## config.mk

```make
export PLATFORM = sky130hd
export DESIGN_NAME = scalar_decode_issue
export DESIGN_NICKNAME = d
export VERILOG_FILES = /design/src/rtl/scalar_decode_issue_pkg.sv /design/src/rtl/scalar_decode_issue_scoreboard.sv /design/src/rtl/scalar_decode_issue.sv
export SDC_FILE = /design/constraint.sdc
export NUM_CORES = 1
export LEC_CHECK = 0
export ABC_AREA = 1
export CAP_MARGIN = 0
export CORE_UTILIZATION = 37
export CTS_CLUSTER_DIAMETER = 150
export DETAILED_ROUTE_END_ITERATION = 6
export GPL_ROUTABILITY_DRIVEN = 0
export GPL_TIMING_DRIVEN = 1
export PLACE_DENSITY = 0.87
export SETUP_SLACK_MARGIN = 0.2
export SLEW_MARGIN = 20
export SYNTH_ARGS = -nofsm -noshare
export SYNTH_HDL_FRONTEND = slang
export SYNTH_SLANG_ARGS = --single-unit
```

## constraint.sdc

```tcl
create_clock -name clk -period 2.58 [get_ports clk]
set_input_delay 0.645 -clock clk [delete_from_list [all_inputs] [get_ports clk]]
set_output_delay 0.645 -clock clk [all_outputs]
set_load 0.01 [all_outputs]
```

## src/rtl/scalar_decode_issue_pkg.sv

```systemverilog
// Shared definitions for the scalar decode/issue stage: opcodes,
// instruction field positions and the op-class helper.
package scalar_decode_issue_pkg;

  typedef enum logic [3:0] {
    OP_NOP   = 4'd0,
    OP_ADD   = 4'd1,
    OP_SUB   = 4'd2,
    OP_AND   = 4'd3,
    OP_OR    = 4'd4,
    OP_ADDI  = 4'd5,
    OP_LOAD  = 4'd6,
    OP_STORE = 4'd7
  } op_e;

  localparam int FIELD_W = 5;
  localparam int IMM_W   = 13;
  localparam int OP_MSB  = 31;
  localparam int OP_LSB  = 28;
  localparam int RD_MSB  = 27;
  localparam int RD_LSB  = 23;
  localparam int RS1_MSB = 22;
  localparam int RS1_LSB = 18;
  localparam int RS2_MSB = 17;
  localparam int RS2_LSB = 13;
  localparam int IMM_MSB = 12;
  localparam int IMM_LSB = 0;

  typedef struct packed {
    logic legal_op;
    logic uses_rs1;
    logic uses_rs2;
    logic writes_rd;
  } op_class_t;

  // Opcodes 8..15 are undefined and come back with legal_op clear.
  function automatic op_class_t classify_op(input logic [3:0] op);
    op_class_t c;
    c = '0;
    case (op)
      OP_NOP: begin
        c.legal_op = 1'b1;
      end
      OP_ADD, OP_SUB, OP_AND, OP_OR: begin
        c.legal_op  = 1'b1;
        c.uses_rs1  = 1'b1;
        c.uses_rs2  = 1'b1;
        c.writes_rd = 1'b1;
      end
      OP_ADDI, OP_LOAD: begin
        c.legal_op  = 1'b1;
        c.uses_rs1  = 1'b1;
        c.writes_rd = 1'b1;
      end
      OP_STORE: begin
        c.legal_op = 1'b1;
        c.uses_rs1 = 1'b1;
        c.uses_rs2 = 1'b1;
      end
      default: c = '0;
    endcase
    return c;
  endfunction

  // A register field is legal only if it names an implemented register.
  function automatic logic reg_in_range(input logic [FIELD_W-1:0] a, input int reg_count);
    return int'({1'b0, a}) < reg_count;
  endfunction

endpackage

```

## src/rtl/scalar_decode_issue_scoreboard.sv

```systemverilog
// In-flight destination scoreboard: one busy bit per implemented register.
// Lookups see the bits after this cycle's writeback clear so a result
// returning in the same cycle unblocks a waiting instruction.
module scalar_scoreboard #(
  parameter int REGISTER_NUMBER = 16,
  parameter int ADDR_NUMBER     = 5
) (
  input  logic                   clk,
  input  logic                   reset,
  input  logic                   set_en,
  input  logic [ADDR_NUMBER-1:0] set_addr,
  input  logic                   clear_en,
  input  logic [ADDR_NUMBER-1:0] clear_addr,
  input  logic [ADDR_NUMBER-1:0] lookup_addr_1,
  input  logic [ADDR_NUMBER-1:0] lookup_addr_2,
  input  logic [ADDR_NUMBER-1:0] lookup_addr_3,
  output logic                   hit_1,
  output logic                   hit_2,
  output logic                   hit_3
);

  logic [REGISTER_NUMBER-1:0] busy;
  logic [REGISTER_NUMBER-1:0] visible;
  logic [REGISTER_NUMBER-1:0] set_mask;

  // Decode set/clear addresses into masks; out-of-range addresses match no bit.
  always_comb begin
    visible  = busy;
    set_mask = '0;
    for (int i = 0; i < REGISTER_NUMBER; i++) begin
      if (clear_en && clear_addr == ADDR_NUMBER'(i)) visible[i] = 1'b0;
      if (set_en && set_addr == ADDR_NUMBER'(i)) set_mask[i] = 1'b1;
    end
  end

  // Three lookups against the post-clear view.
  always_comb begin
    hit_1 = 1'b0;
    hit_2 = 1'b0;
    hit_3 = 1'b0;
    for (int i = 0; i < REGISTER_NUMBER; i++) begin
      if (lookup_addr_1 == ADDR_NUMBER'(i)) hit_1 = visible[i];
      if (lookup_addr_2 == ADDR_NUMBER'(i)) hit_2 = visible[i];
      if (lookup_addr_3 == ADDR_NUMBER'(i)) hit_3 = visible[i];
    end
  end

  // Busy bits update; a set on the same bit as a clear wins.
  always_ff @(posedge clk or negedge reset) begin
    if (!reset) busy <= '0;
    else        busy <= visible | set_mask;
  end

endmodule

```

## src/rtl/scalar_decode_issue.sv

```systemverilog
// Scalar decode/issue stage feeding the register file read ports and the
// execute stage. Stalls on RAW/WAW hazards using an in-flight scoreboard.
// Optional build macro SCALAR_STALL_COUNT_EN adds a saturating stall_count.
module scalar_decode_issue #(
  parameter int BIT_NUMBER      = 32,
  parameter int ADDR_NUMBER     = 5,
  parameter int REGISTER_NUMBER = 16
) (
  input  logic                   clk,
  input  logic                   reset,
  input  logic                   in_valid,
  input  logic [31:0]            in_instr,
  output logic                   in_ready,
  output logic [ADDR_NUMBER-1:0] src_addr_1,
  output logic [ADDR_NUMBER-1:0] src_addr_2,
  output logic                   out_valid,
  input  logic                   out_ready,
  output logic [3:0]             out_op,
  output logic [ADDR_NUMBER-1:0] out_dest,
  output logic [31:0]            out_imm,
  output logic                   out_illegal,
  input  logic                   wb_valid,
  input  logic [ADDR_NUMBER-1:0] wb_addr,
  input  logic [BIT_NUMBER-1:0]  wb_data,
  output logic                   write_enable,
  output logic [ADDR_NUMBER-1:0] dest_addr,
  output logic [BIT_NUMBER-1:0]  write_data
`ifdef SCALAR_STALL_COUNT_EN
  ,
  output logic [15:0]            stall_count
`endif
);

  import scalar_decode_issue_pkg::*;

  logic [3:0]         dec_op;
  logic [FIELD_W-1:0] dec_rd;
  logic [FIELD_W-1:0] dec_rs1;
  logic [FIELD_W-1:0] dec_rs2;
  logic [IMM_W-1:0]   dec_imm;
  op_class_t          cls;
  logic               illegal;
  logic               hazard;
  logic               accept;
  logic               hit_rs1;
  logic               hit_rs2;
  logic               hit_rd;

  assign dec_op  = in_instr[OP_MSB:OP_LSB];
  assign dec_rd  = in_instr[RD_MSB:RD_LSB];
  assign dec_rs1 = in_instr[RS1_MSB:RS1_LSB];
  assign dec_rs2 = in_instr[RS2_MSB:RS2_LSB];
  assign dec_imm = in_instr[IMM_MSB:IMM_LSB];
  assign cls     = classify_op(dec_op);

  // Classify the incoming word: illegal opcode or any used field out of range.
  always_comb begin
    illegal = !cls.legal_op
           || (cls.uses_rs1  && !reg_in_range(dec_rs1, REGISTER_NUMBER))
           || (cls.uses_rs2  && !reg_in_range(dec_rs2, REGISTER_NUMBER))
           || (cls.writes_rd && !reg_in_range(dec_rd, REGISTER_NUMBER));
    hazard  = !illegal
           && ((cls.uses_rs1 && hit_rs1)
            || (cls.uses_rs2 && hit_rs2)
            || (cls.writes_rd && hit_rd));
  end

  assign in_ready = (!out_valid || out_ready) && !hazard;
  assign accept   = in_valid && in_ready;

  scalar_scoreboard #(
    .REGISTER_NUMBER(REGISTER_NUMBER),
    .ADDR_NUMBER    (ADDR_NUMBER)
  ) u_scoreboard (
    .clk          (clk),
    .reset        (reset),
    .set_en       (accept && !illegal && cls.writes_rd),
    .set_addr     (ADDR_NUMBER'(dec_rd)),
    .clear_en     (wb_valid),
    .clear_addr   (wb_addr),
    .lookup_addr_1(ADDR_NUMBER'(dec_rs1)),
    .lookup_addr_2(ADDR_NUMBER'(dec_rs2)),
    .lookup_addr_3(ADDR_NUMBER'(dec_rd)),
    .hit_1        (hit_rs1),
    .hit_2        (hit_rs2),
    .hit_3        (hit_rd)
  );

  assign write_enable = wb_valid;
  assign dest_addr    = wb_addr;
  assign write_data   = wb_data;

  // Issue register: loads on a legal accept, drains on out_ready, else holds.
  always_ff @(posedge clk or negedge reset) begin
    if (!reset) begin
      out_valid   <= 1'b0;
      out_illegal <= 1'b0;
      src_addr_1  <= '0;
      src_addr_2  <= '0;
      out_op      <= '0;
      out_dest    <= '0;
      out_imm     <= '0;
    end else begin
      out_illegal <= accept && illegal;
      if (accept && !illegal) begin
        out_valid  <= 1'b1;
        src_addr_1 <= cls.uses_rs1 ? ADDR_NUMBER'(dec_rs1) : '0;
        src_addr_2 <= cls.uses_rs2 ? ADDR_NUMBER'(dec_rs2) : '0;
        out_op     <= dec_op;
        out_dest   <= ADDR_NUMBER'(dec_rd);
        out_imm    <= {{(32-IMM_W){dec_imm[IMM_W-1]}}, dec_imm};
      end else if (out_ready) begin
        out_valid <= 1'b0;
      end
    end
  end

`ifdef SCALAR_STALL_COUNT_EN
  // Count cycles where an offered word is refused, saturating at all-ones.
  always_ff @(posedge clk or negedge reset) begin
    if (!reset)                                         stall_count <= '0;
    else if (in_valid && !in_ready && stall_count != 16'hFFFF) stall_count <= stall_count + 16'd1;
  end
`endif

endmodule
```

==> impl_metrics.py, run 1 <==
metrics = {
    "logic_synthesis": {
        "ys_seq_elements": 50,
        "yosysTopAreaCellShare_pct": 37.5,
        "postSynthAreaPerCell_um2": 6.86,
        "synth_warnings": 0,
        "syn_inst": 486,
        "ys_top_cells_by_area": "dfrtp_1, nand2_1, buf_4, inv_1, o21ai_1",
        "post_synth_num_cell_types": 27,
        "synth-seq-area-share_pct": 37.5,
        "netlist_area_um2": 3330,
        "synthesis.nets": 560,
        "yosysTopAreaCell": "dfrtp_1",
    },
    "cells_and_area": {
        "fin_nets": 724,
        "instances_no_fill": 759,
        "antenna-diode-count": 0,
        "syn2layout_area_growth_pct": 69.9,
        "fillCellCount": 640,
        "final_core_area_utilization_pct": 64.9,
        "drive_gt1_share_pct": 39.9,
    },
    "clock_network": {
        "clockBufferDepth": 2,
        "tritoncts": "yes",
        "cts.root.buffer_cell": "clkbuf_8",
        "cts.sinks": 50,
        "htree_levels": 2,
        "clk_pin_slew_worst_paths_ps": 110,
        "hold_buffers": 0,
        "tritoncts.num_buffers": 5,
        "clk-insertion-delay-late_ps": 320,
    },
    "critical_path": {
        "timing.critical_path.fanout_max": 4,
        "crit_buf_inv": 5,
        "critical_path_required_ps": 1930,
        "critical_path.most_common_cell": "nand3_1",
        "setup.worst_path.class": "in2out",
        "cpPeakStageDelay_ps": 310,
        "delay_heaviest_family_cp": "simple AND/OR/NAND/NOR gates",
        "timing.critical_path.cells": "dlygate4sd2_1 > inv_2 > buf_4 > nand3_1 > o22ai_1 > clkinv_1 > nand3_1 > nand2_1 > nand4_1 > nand2_1 > nand3_1 > nand2_2 > nand2_2 > nor2_4 > nor2_2 > nor2_2 > buf_2",
        "crit_path_start_kind": "input port",
        "endpoint_class_of_the_critical_path": "primary output",
        "critPathSlowestCell": "dlygate4sd2_1",
        "worst_ep_arrival_time_ps": 2570,
    },
    "floorplan": {
        "num_io_pins": 166,
        "floorplan.initialDensity_pct": 38.2,
        "fp.dieH_um": 96.9,
        "die_ar_um2": 9390,
        "die-width_um": 96.9,
        "floorplan.rows": 34,
        "fp.coreArea_um2": 8720,
    },
    "status": {
        "violated_checks": "negative setup slack",
        "run_status": "finished, violations left",
    },
    "timing": {
        "finalHoldViolations": 0,
        "rsz0062_at_grt": "yes",
        "final.setup_skew_ps": 20.8,
        "timing.slew.headroom_pct": 71.9,
        "timing.final.crit_period_ps": 3220,
        "setup_violations": 50,
        "fin_worst_hold_slack_ps": 208,
        "postLayoutSetupSlackWorst_ps": -639,
        "worstMarginPinSlew_ps": 417,
        "drv_slew": 0,
        "max_clock_freq_mhz": 311,
        "finalCritPeriodShare_pct": 125,
    },
    "drt": {
        "drc_violation_count_after_routing": 0,
        "detail_route.first_pass.iterations": 7,
        "routed-via-count": 4005,
        "wirelength_mm": 12.6,
        "routed_wire_length_per_instance_um": 16.5,
        "vias_per_cell": 5.28,
        "route.antenna.remaining_nets": 0,
        "initialDrtViolationCount": 381,
    },
    "grt": {
        "gr-total-overflow": 0,
        "grt_most_used_layer": "met2",
        "global_route_wire_length_before_repair_mm": 19.5,
        "groute.layer.met3.usage_pct": 5.13,
        "grt_util_met2_pct": 45.4,
        "grt_start_max_net_pins": 25,
        "grt.met1_usage_pct": 28.4,
        "grtUsageTotal_pct": 25.4,
        "vias_in_the_first_global_route": 4088,
        "grt_antenna_before_repair": 0,
    },
    "power_and_ir_drop": {
        "p_leak_nw": 2.79,
        "worst_ir_drop_vdd_mv": 0.257,
        "power_density_nw_per_um2": 484,
        "report.power.total_w": 0.00274,
    },
    "place": {
        "dpl.cell_count": 723,
        "placement.io_buffers": 101,
        "dpl.hpwl_mm": 7.61,
    },
    "min_path": {
        "worstHoldPathType": "in2async",
    },
    "flow_run": {
        "max_capacitance_violation_count": 0,
    },
}
## cells in the mapped netlist, drive strengths merged
cell and n:
nand2 134, inv 75, buf 58, dfrtp 50
nor2 48, o21ai 43, nand3 31, nand4 11
clkbuf 7, nor3 7, a21oi 4, o22ai 4
a31oi 3, a2111oi 2, a211oi 2, clkinv 2
or3 2, nand3b 1, nor4 1, o21bai 1
## per-layer routing
metal / part of all wire [%] / vias up
li1: - / 1809
met1: 38 / 1859
met2: 50 / 253
met3: 7.7 / 84
met4: 4.6 / 0
met5: 0 / -
## final timing paths
kind | start | to | slack [ps] | depth (start not counted)
max | in_instr[17] | in_ready | -640 | 17
min | reset | u_scoreboard.busy[11]$_DFF_PN0_ | 210 | 1
max reg2reg | u_scoreboard.busy[0]$_DFF_PN0_ | u_scoreboard.busy[7]$_DFF_PN0_ | 40 | 21
min reg2reg | out_op[3]$_DFFE_PN0P_ | out_op[3]$_DFFE_PN0P_ | 470 | 2
max in group asynchronous | reset | out_imm[12]$_DFFE_PN0P_ | 1710 | 2
min in group clk | out_op[3]$_DFFE_PN0P_ | out_op[3]$_DFFE_PN0P_ | 470 | 2
## flip-flops by register name, summed over array words and instances, names as in the netlist
name and count:
out_op 4, out_valid 1, out_dest 5, out_illegal 1, src_addr_2 5, out_imm 13
src_addr_1 5, u_scoreboard.busy 16
## where the power goes
part           internal (W)  switching (W)
clock              0.000221       0.000284
sequential         0.000915      0.0000984
combinational      0.000673       0.000546
total               0.00181       0.000929
## metrics by stage
step / setup WS, ps / area (µm²) / TNS (ps)
after floorplan: -24.3 / 3390 / -24.3
after CTS: -494 / 5530 / -11410
final: -639 / 5660 / -17620
after detailed placement: -1390 / 4780 / -41020
after global routing: -758 / 5660 / -23340
after global placement: -1320 / 4780 / -36990
## worst reg2reg max path, delay by kind of cell (launching register included)
kind / cells / cell delay, ps
and+or+nand+nor: 16 / 1370
buffers and inverters: 4 / 550
DFF: 1 / 420
AOI/OAI and AO/OA: 1 / 140
## logic make-up (layout without fill, tap and decap cells)
logic type / count (synthesis) / in the layout / synth area share, %
simple gates: 235 / 235 / 30.0
compound gates: 59 / 59 / 9.80
flops: 50 / 50 / 37.5
buf+inv: 142 / 307 / 22.6
## cells in the final DEF (no fill, tap or decap), drive strengths merged
master / synthesis / layout
a2111oi: 2 / 2
a211oi: 2 / 2
a21oi: 4 / 4
a31oi: 3 / 3
buf: 58 / 129
clkbuf: 7 / 10
clkdlybuf4s15: 0 / 2
clkdlybuf4s50: 0 / 76
clkinv: 2 / 4
dfrtp: 50 / 50
dlygate4sd2: 0 / 11
inv: 75 / 75
nand2: 134 / 134
nand3: 31 / 31
nand3b: 1 / 1
nand4: 11 / 11
nor2: 48 / 48
nor3: 7 / 7
nor4: 1 / 1
o21ai: 43 / 43
o21bai: 1 / 1
o22ai: 4 / 4
or3: 2 / 2
## layout make-up
cell class	count	area [µm²]	share of cell area, %
multi-input combinational	294	1760	31.1
clock inverter	2	17.5	0.309
inverter	77	304	5.37
timing repair buffer	222	2110	37.3
clock buffer	6	82.6	1.46
sequential	50	1250	22.1
tap	108	135	2.39
## what timing repair did
item | in CTS | in global routing
gates cloned | 8 | 0
setup buffers | 15 | 5
pin swaps | 34 | 16
setup endpoints to repair | 56 | 63
gates resized for setup | 168 | 36
No activity file was read; power rests on OpenSTA's default activity.
==> run 2, diff against run 1 <==
==> constraint.sdc (replaced) <==
create_clock -name clk -period 2.9 [get_ports clk]
set_input_delay 0.725 -clock clk [delete_from_list [all_inputs] [get_ports clk]]
set_output_delay 0.725 -clock clk [all_outputs]
set_load 0.01 [all_outputs]
==> impl_metrics.py, run 2 (synthesis gave the netlist of run 1 again) <==
metrics = {
    "critical_path": {
        "critical_path_required_ps": 2170,
        "worst_ep_arrival_time_ps": 2570,
        "endpoint_class_of_the_critical_path": "primary output",
        "r2r-start": "u_scoreboard.busy[0]$_DFF_PN0_",
        "timing.critical_path.fanout_max": 3,
        "crit_path_start_kind": "input port",
        "worstSetupStartpoint": "wb_addr[4]",
        "setup.worst_path.class": "in2out",
    },
    "power_and_ir_drop": {
        "p_leak_nw": 2.68,
        "worst_ir_drop_vdd_mv": 0.232,
        "report.power.total_w": 0.00236,
        "power_density_nw_per_um2": 439,
    },
    "place": {
        "placement.io_buffers": 101,
        "dpl_cell_area_um2": 4670,
        "dpl.hpwl_mm": 7.57,
        "dpl.cell_count": 712,
    },
    "cells_and_area": {
        "final_core_area_utilization_pct": 61.6,
        "mostFrequentLayoutCell": "nand2_1",
        "area.sequential_um2": 1250,
        "fin_nets": 712,
        "register_ranked_first_by_flip_flop_count": "u_scoreboard.busy",
        "biggestRegsByFlops": "u_scoreboard.busy: 16 flops, out_imm: 13 flops",
        "syn2layout_area_growth_pct": 61.2,
        "instances_no_fill": 747,
        "drive_gt1_share_pct": 33.2,
        "finish.instance_area_um2": 5370,
        "fillCellCount": 698,
        "largest_register_ff_count": 16,
        "multiInputGateArea_um2": 1590,
        "antenna-diode-count": 0,
        "final_cell_mix": "nand2_1, buf_4, clkdlybuf4s50_1",
    },
    "clock_network": {
        "clk-insertion-delay-late_ps": 320,
        "tritoncts": "yes",
        "cts.root.buffer_cell": "clkbuf_8",
        "tritoncts.num_buffers": 5,
        "hold_buffers": 0,
        "cts.sinks": 50,
        "clk_pin_slew_worst_paths_ps": 90,
        "htree_levels": 2,
        "clockBufferDepth": 2,
    },
    "grt": {
        "grt_start_max_net_pins": 33,
        "gr-total-overflow": 0,
        "vias_in_the_first_global_route": 3871,
        "grt_antenna_before_repair": 0,
        "grtUsageTotal_pct": 24.6,
        "global_route_wire_length_before_repair_mm": 18.7,
    },
    "timing": {
        "timing.final.crit_period_ps": 3300,
        "setup_violations": 50,
        "drv_slew": 0,
        "finalCritPeriodShare_pct": 114,
        "finalHoldViolations": 0,
        "worstMarginPinSlew_ps": 529,
        "max_clock_freq_mhz": 303,
        "sum_of_negative_setup_slack_ps": -8310,
        "postLayoutSetupSlackWorst_ps": -396,
        "rsz0062_at_grt": "yes",
        "final.setup_skew_ps": 16.2,
        "timing.slew.headroom_pct": 64.7,
    },
    "min_path": {
        "worstHoldPathType": "in2async",
    },
    "drt": {
        "initialDrtViolationCount": 371,
        "detail_route.first_pass.iterations": 5,
        "routed-via-count": 3824,
        "wirelength_mm": 11.4,
        "drc_violation_count_after_routing": 0,
        "routed_wire_length_per_instance_um": 15.3,
        "vias_per_cell": 5.12,
        "route.antenna.remaining_nets": 0,
    },
    "floorplan": {
        "die_ar_um2": 9390,
        "fp.coreArea_um2": 8720,
        "die-width_um": 96.9,
        "floorplan.initialDensity_pct": 38.2,
        "floorplan.rows": 34,
        "fp.dieH_um": 96.9,
        "num_io_pins": 166,
    },
    "flow_run": {
        "max_capacitance_violation_count": 0,
    },
    "status": {
        "violated_checks": "negative setup slack",
        "run_status": "finished, violations left",
    },
}
[run 2: repair_timing]
item / in CTS / in global routing
setup buffers: 17 / 3
pin swaps: 27 / 13
cloned: 7 / 0
hold endpoints to repair: 0 / 0
resized for setup: 150 / 10
setup endpoints to repair: 50 / 50
[run 2: final timing paths]
kind	endpoint	slack (ps)	depth (start not counted)
worst max-delay path	in_ready	-400	21
worst min-delay path	u_scoreboard.busy[1]$_DFF_PN0_	340	1
worst max register to register	u_scoreboard.busy[1]$_DFF_PN0_	250	22
worst min register to register	src_addr_2[4]$_DFFE_PN0P_	480	2
max in group asynchronous	out_op[2]$_DFFE_PN0P_	1780	2
min in group clk	src_addr_2[4]$_DFFE_PN0P_	480	2
[run 2: metrics by stage]
stage / worst slack (ps) / hold slack, ps
3_3_place_gp: -1090 / 448
4_1_cts: -304 / 358
3_5_place_dp: -1200 / 453
6_report: -396 / 343
5_1_grt: -576 / 370
2_1_floorplan: 93.0 / 429
[run 2: layout make-up]
class	count	share of cell area, %
Inverter	77	5.47
Multi-Input combinational cell	294	29.6
Timing Repair Buffer	210	37.3
Clock buffer	5	1.28
Sequential cell	50	23.3
Tap cell	108	2.52
Clock inverter	3	0.536
[run 2: critical path, stage by stage]
cell and delay [ps]:
buf_6 100, inv_1 50, nand2_2 70, nor2_2 160, nand3_2 140, nand3_1 100, nand2_1 50, o21ai_1 130
nand3b_1 90, nand2_1 70, nand2_1 50, nand2_1 50, nand4_1 90, nand2_1 90, nand2_1 50, nand2_1 80
nand2_2 70, nor2_4 140, nor2_2 60, nor2_2 70, buf_2 130
[run 2: power breakdown]
group | internal (W) | total [W] | switching (W)
combinational | 0.000569 | 0.00101 | 0.000439
clock | 0.000179 | 0.000450 | 0.000271
sequential | 0.000813 | 0.000903 | 0.0000897
[run 2: layer usage]
metal,vias to the layer above,share of wire [%],track usage [%]
li1,1778,-,-
met1,1780,38,28.3
met2,215,52,44.6
met3,51,7.0,4.77
met4,0,2.8,9.76
met5,-,0,0
